[src/rtl/rr_arbiter_8.sv]
// Eight-way round-robin arbiter: captures request pulses into a pending register
// and issues one registered one-hot grant at a time, held until done or watchdog timeout.
module rr_arbiter_8 #(
   parameter int TIMEOUT = 15,
   parameter int CW      = 4
) (
   input  logic       clk,
   input  logic       rst_n,
   input  logic [7:0] req,
   input  logic       done,
   output logic [7:0] grant,
   output logic       grant_valid,
   output logic       timeout,
   output logic [7:0] pending
);

   typedef enum logic {
      IDLE  = 1'b0,
      GRANT = 1'b1
   } arbState_t;

   localparam logic [CW-1:0] LAST_COUNT = CW'(TIMEOUT - 1);

   arbState_t     state_q, state_d;
   logic [2:0]    ptr_q, ptr_d;
   logic [CW-1:0] cnt_q, cnt_d;
   logic [7:0]    grant_q, grant_d;
   logic [7:0]    pending_q, pending_d;
   logic          timeout_q, timeout_d;

   logic [7:0]    clrMask;
   logic [2:0]    winIdx;
   logic          winFound;
   logic [2:0]    candIdx;

   // Search upward from ptr+1 with wrap, so the last winner has lowest priority.
   always_comb begin
      winIdx   = 3'd0;
      winFound = 1'b0;
      candIdx  = 3'd0;
      for (int k = 1; k <= 8; k++) begin
         candIdx = 3'(int'(ptr_q) + k);
         if (!winFound && pending_q[candIdx]) begin
            winFound = 1'b1;
            winIdx   = candIdx;
         end
      end
   end

   always_comb begin
      state_d   = state_q;
      ptr_d     = ptr_q;
      cnt_d     = cnt_q;
      grant_d   = grant_q;
      timeout_d = 1'b0;
      clrMask   = 8'h00;
      unique case (state_q)
         IDLE: begin
            if (winFound) begin
               grant_d = 8'h01 << winIdx;
               clrMask = 8'h01 << winIdx;
               ptr_d   = winIdx;
               cnt_d   = '0;
               state_d = GRANT;
            end
         end
         GRANT: begin
            if (done) begin
               grant_d = 8'h00;
               state_d = IDLE;
            end else if (cnt_q == LAST_COUNT) begin
               grant_d   = 8'h00;
               timeout_d = 1'b1;
               state_d   = IDLE;
            end else begin
               cnt_d = cnt_q + 1'b1;
            end
         end
         default: begin
            grant_d = 8'h00;
            state_d = IDLE;
         end
      endcase
      // A request arriving on the bit being cleared re-queues it.
      pending_d = (pending_q & ~clrMask) | req;
   end

   always_ff @(posedge clk or negedge rst_n) begin
      if (!rst_n) begin
         state_q   <= IDLE;
         ptr_q     <= 3'd7;
         cnt_q     <= '0;
         grant_q   <= 8'h00;
         pending_q <= 8'h00;
         timeout_q <= 1'b0;
      end else begin
         state_q   <= state_d;
         ptr_q     <= ptr_d;
         cnt_q     <= cnt_d;
         grant_q   <= grant_d;
         pending_q <= pending_d;
         timeout_q <= timeout_d;
      end
   end

   assign grant       = grant_q;
   assign grant_valid = |grant_q;
   assign timeout     = timeout_q;
   assign pending     = pending_q;

endmodule
[config.mk]
export PLATFORM = sky130hd
export DESIGN_NAME = rr_arbiter_8
export DESIGN_NICKNAME = d
export VERILOG_FILES = /design/src/rtl/rr_arbiter_8.sv
export SDC_FILE = /design/constraint.sdc
export NUM_CORES = 1
export LEC_CHECK = 0
export ABC_AREA = 1
export CAP_MARGIN = 20
export CORE_ASPECT_RATIO = 0.6
export CORE_UTILIZATION = 50
export CTS_CLUSTER_DIAMETER = 200
export DETAILED_ROUTE_END_ITERATION = 6
export PLACE_DENSITY = 0.83
export RECOVER_POWER = 25
export SLEW_MARGIN = 10
export SYNTH_ARGS = -nofsm -noshare
export SYNTH_HDL_FRONTEND = slang
export SYNTH_SLANG_ARGS = --single-unit
[constraint.sdc]
create_clock -name clk -period 3.8 [get_ports clk]
set_input_delay 0.38 -clock clk [delete_from_list [all_inputs] [get_ports clk]]
set_output_delay 0.38 -clock clk [all_outputs]
set_load 0.02 [all_outputs]
==> flow_metrics.env <==
export IMPL_drt_total_wl_mm=5.13
export IMPL_post_cts_resized=0
export IMPL_drt_met1_wl_mm=2.42
export IMPL_seq_area_frac_synth_pct=34.0
export IMPL_min_period_over_period_pct=91.2
export IMPL_cp_slowest_cell="dfstp_2"
export IMPL_clk_path_buf_depth=2
export IMPL_hold_viol_final=0
export IMPL_finalClockSkew_ps=2.56
export IMPL_synth_fp_nets=294
export IMPL_drive_above_1_share_pct=7.79
export IMPL_drc=0
export IMPL_clk_pin_slew_ps=80
export IMPL_fin_util_pct=65.3
export IMPL_path_common_cell="nand2_1"
export IMPL_synth_warnings=0
export IMPL_syn_inst=279
export IMPL_yosysTopAreaCellShare_pct=29.7
export IMPL_syn2layout_area_growth_pct=19.3
export IMPL_cts_setup_buffers=0
export IMPL_routed_wl_met3_um=701
export IMPL_crit_family="simple AND/OR/NAND/NOR gates"
export IMPL_root_buffer="clkbuf_8"
export IMPL_status="completed"
export IMPL_io_pins=29
export IMPL_crit_chain="clkinv_1 -> ha_1 -> inv_1 -> nand3_1 -> nand3_1 -> nand2_1 -> nor2_4 -> nand4_4 -> nor2_8 -> nand4_1 -> inv_1 -> nor2_1 -> nor2_1 -> nand2_1 -> nand2_1 -> nand2_1"
export IMPL_synth_top_cells_by_area="dfrtp_1 30%, nand2_1 22%, nand3_1 10%"
export IMPL_synth_compound_area_share_pct=4.66
export IMPL_grt_ovfl_total=0
export IMPL_synth_top_area_cell="dfrtp_1"
export IMPL_initial_core_util_pct=54.7
export IMPL_avgViaCountPerCell=5.50
export IMPL_rows=16
export IMPL_cp_required_ps=3960
export IMPL_clk_insertion_delay_late_ps=270
export IMPL_hold_class="input pin to async pin"
export IMPL_synthSimpleGateAreaFrac_pct=48.7
export IMPL_ys_seq_elements=25
export IMPL_place_gp_congestion=1.08
export IMPL_worstPathMaxFanout=12
export IMPL_cap_violations=0
export IMPL_critPathMaxStageDelay_ps=690
export IMPL_numCtsBuffers=3
export IMPL_grt_max_degree=26
export IMPL_whs_ps=431
export IMPL_dr_wl_met2_mm=1.97
export IMPL_synth_cell_types=29
export IMPL_layout_min_cycle_time_ps=3470
export IMPL_placed_area_mm2=0.00216
export IMPL_cts_hold_buf=0
export IMPL_tightest_slew_ps=1000
export IMPL_ant_nets=0
export IMPL_drtPass1Iterations=4
export IMPL_rrSetupSlack_ps=330
export IMPL_worstSetupPathType="register to register"
export IMPL_netlist_area_mm2=0.00185
export IMPL_finalSetupViolCount=0
export IMPL_max_clock_freq_ghz=0.289
export IMPL_netlist_top_cells_count="108 x nand2_1, 38 x nand3_1, 27 x nor2_1"
export IMPL_synth_top_family_by_area="simple AND/OR/NAND/NOR gates"
export IMPL_finalMaxSlewViolations=0
export IMPL_die_x_um=80.6
export IMPL_dieArea_mm2=0.00396
export IMPL_via_count=1940
export IMPL_cp_start_kind="register"
export IMPL_io_buffers=28
export IMPL_wl_per_cell_um=14.5
export IMPL_grt_pass1_vias=1760
export IMPL_synth_flop_cell="dfrtp_1"
export IMPL_drt_iter0_drc=247
export IMPL_synth_mux_area_share_pct=0
export IMPL_final_area_mm2=0.00221
export IMPL_async_reset_ff_share_pct=100
export IMPL_dpl_hpwl_mm=4.06
export IMPL_chipHeight_um=49.1
export IMPL_nFillCells=298
export IMPL_synth_xor_area_share_pct=1.89
export IMPL_setup_tns_ps=0
export IMPL_antenna_found_initial=0
export IMPL_yosysMostFrequentCell="nand2_1"
export IMPL_rsz0062_at_grt="false"
export IMPL_synth_edff_count=0
export IMPL_synthAdderAreaFrac_pct=2.70
export IMPL_core_area_mm2=0.00338
export IMPL_synth_area_per_cell_um2=6.64
export IMPL_cts_sinks=25
export IMPL_grtUsageTotal_pct=28.3
export IMPL_antennaDiodeCount=0
export IMPL_slew_headroom_pct=33.1
export IMPL_grt_pass1_wl_mm=8.55
export IMPL_arrival_ps=3630
export IMPL_cts_max_level=1
export IMPL_nets=324
export IMPL_cp_num_buf_inv=3
export IMPL_endpoint_kind="register"
export IMPL_topRoutingLayerUsed="met4"
export IMPL_cts_tree="done"
worst paths after layout:
| path | start | end | cells after the start |
|---|---|---|---|
| worst max-delay path | ptr_q[1]$_DFFE_PN1P_ | pending[5]$_DFF_PN0_ | 16 |
| worst min-delay path | rst_n | grant[0]$_DFFE_PN0P_ | 1 |
| worst max register to register | ptr_q[1]$_DFFE_PN1P_ | pending[5]$_DFF_PN0_ | 16 |
| worst min register to register | cnt_q[0]$_DFFE_PN0P_ | cnt_q[0]$_DFFE_PN0P_ | 1 |
| max in group asynchronous | rst_n | state_q$_DFF_PN0_ | 2 |
| min in group clk | cnt_q[0]$_DFFE_PN0P_ | cnt_q[0]$_DFFE_PN0P_ | 1 |
cell usage in the layout, fill, tap and decap left out, types with 4 or more instances in the layout:
| cell | netlist | final |
|---|---|---|
| dfrtp_1 | 22 | 22 |
| nand3_1 | 38 | 38 |
| inv_2 | 4 | 4 |
| clkdlybuf4s50_1 | 0 | 27 |
| inv_1 | 25 | 25 |
| ha_1 | 4 | 4 |
| nand2_1 | 108 | 108 |
| nor2_1 | 27 | 27 |
| nand3_2 | 4 | 4 |
| nand4_1 | 6 | 6 |
| o21ai_0 | 6 | 6 |
routing by layer:
metal / global-route usage (%) / vias to the layer above
met2: 37.7 / 103
met5: 0 / -
met4: 2.68 / 0
met1: 44.6 / 880
met3: 10.1 / 9
li1: - / 948
registers in the layout (all words and copies together), names as in the netlist:
name and count:
grant 8, pending 8, cnt_q 4, ptr_q 3, state_q 1, timeout 1
metrics by stage:
stage                     cells  setup slack, ps
after floorplan             279             1070
after global placement      348              559
after detailed placement    348              459
after CTS                   352              444
after global routing        353             97.8
final                       353              334
layout make-up:
type / count / area [um2] / area share (%)
multi-input combinational: 219 / 1070 / 48.6
timing repair buffer: 30 / 292 / 13.2
tap: 45 / 56.3 / 2.55
sequential: 25 / 629 / 28.5
clock buffer: 4 / 45.0 / 2.04
inverter: 30 / 113 / 5.10
cells by family after synthesis:
logic type / Yosys count
and+or+nand+nor: 196
buffers and inverters: 35
DFF: 25
AOI/OAI and AO/OA: 15
xor gates and xnor gates: 4
adders and majority gates: 4
Power is not shown: default switching activity piles up to over one toggle a cycle in this logic, so the estimate is an artifact.
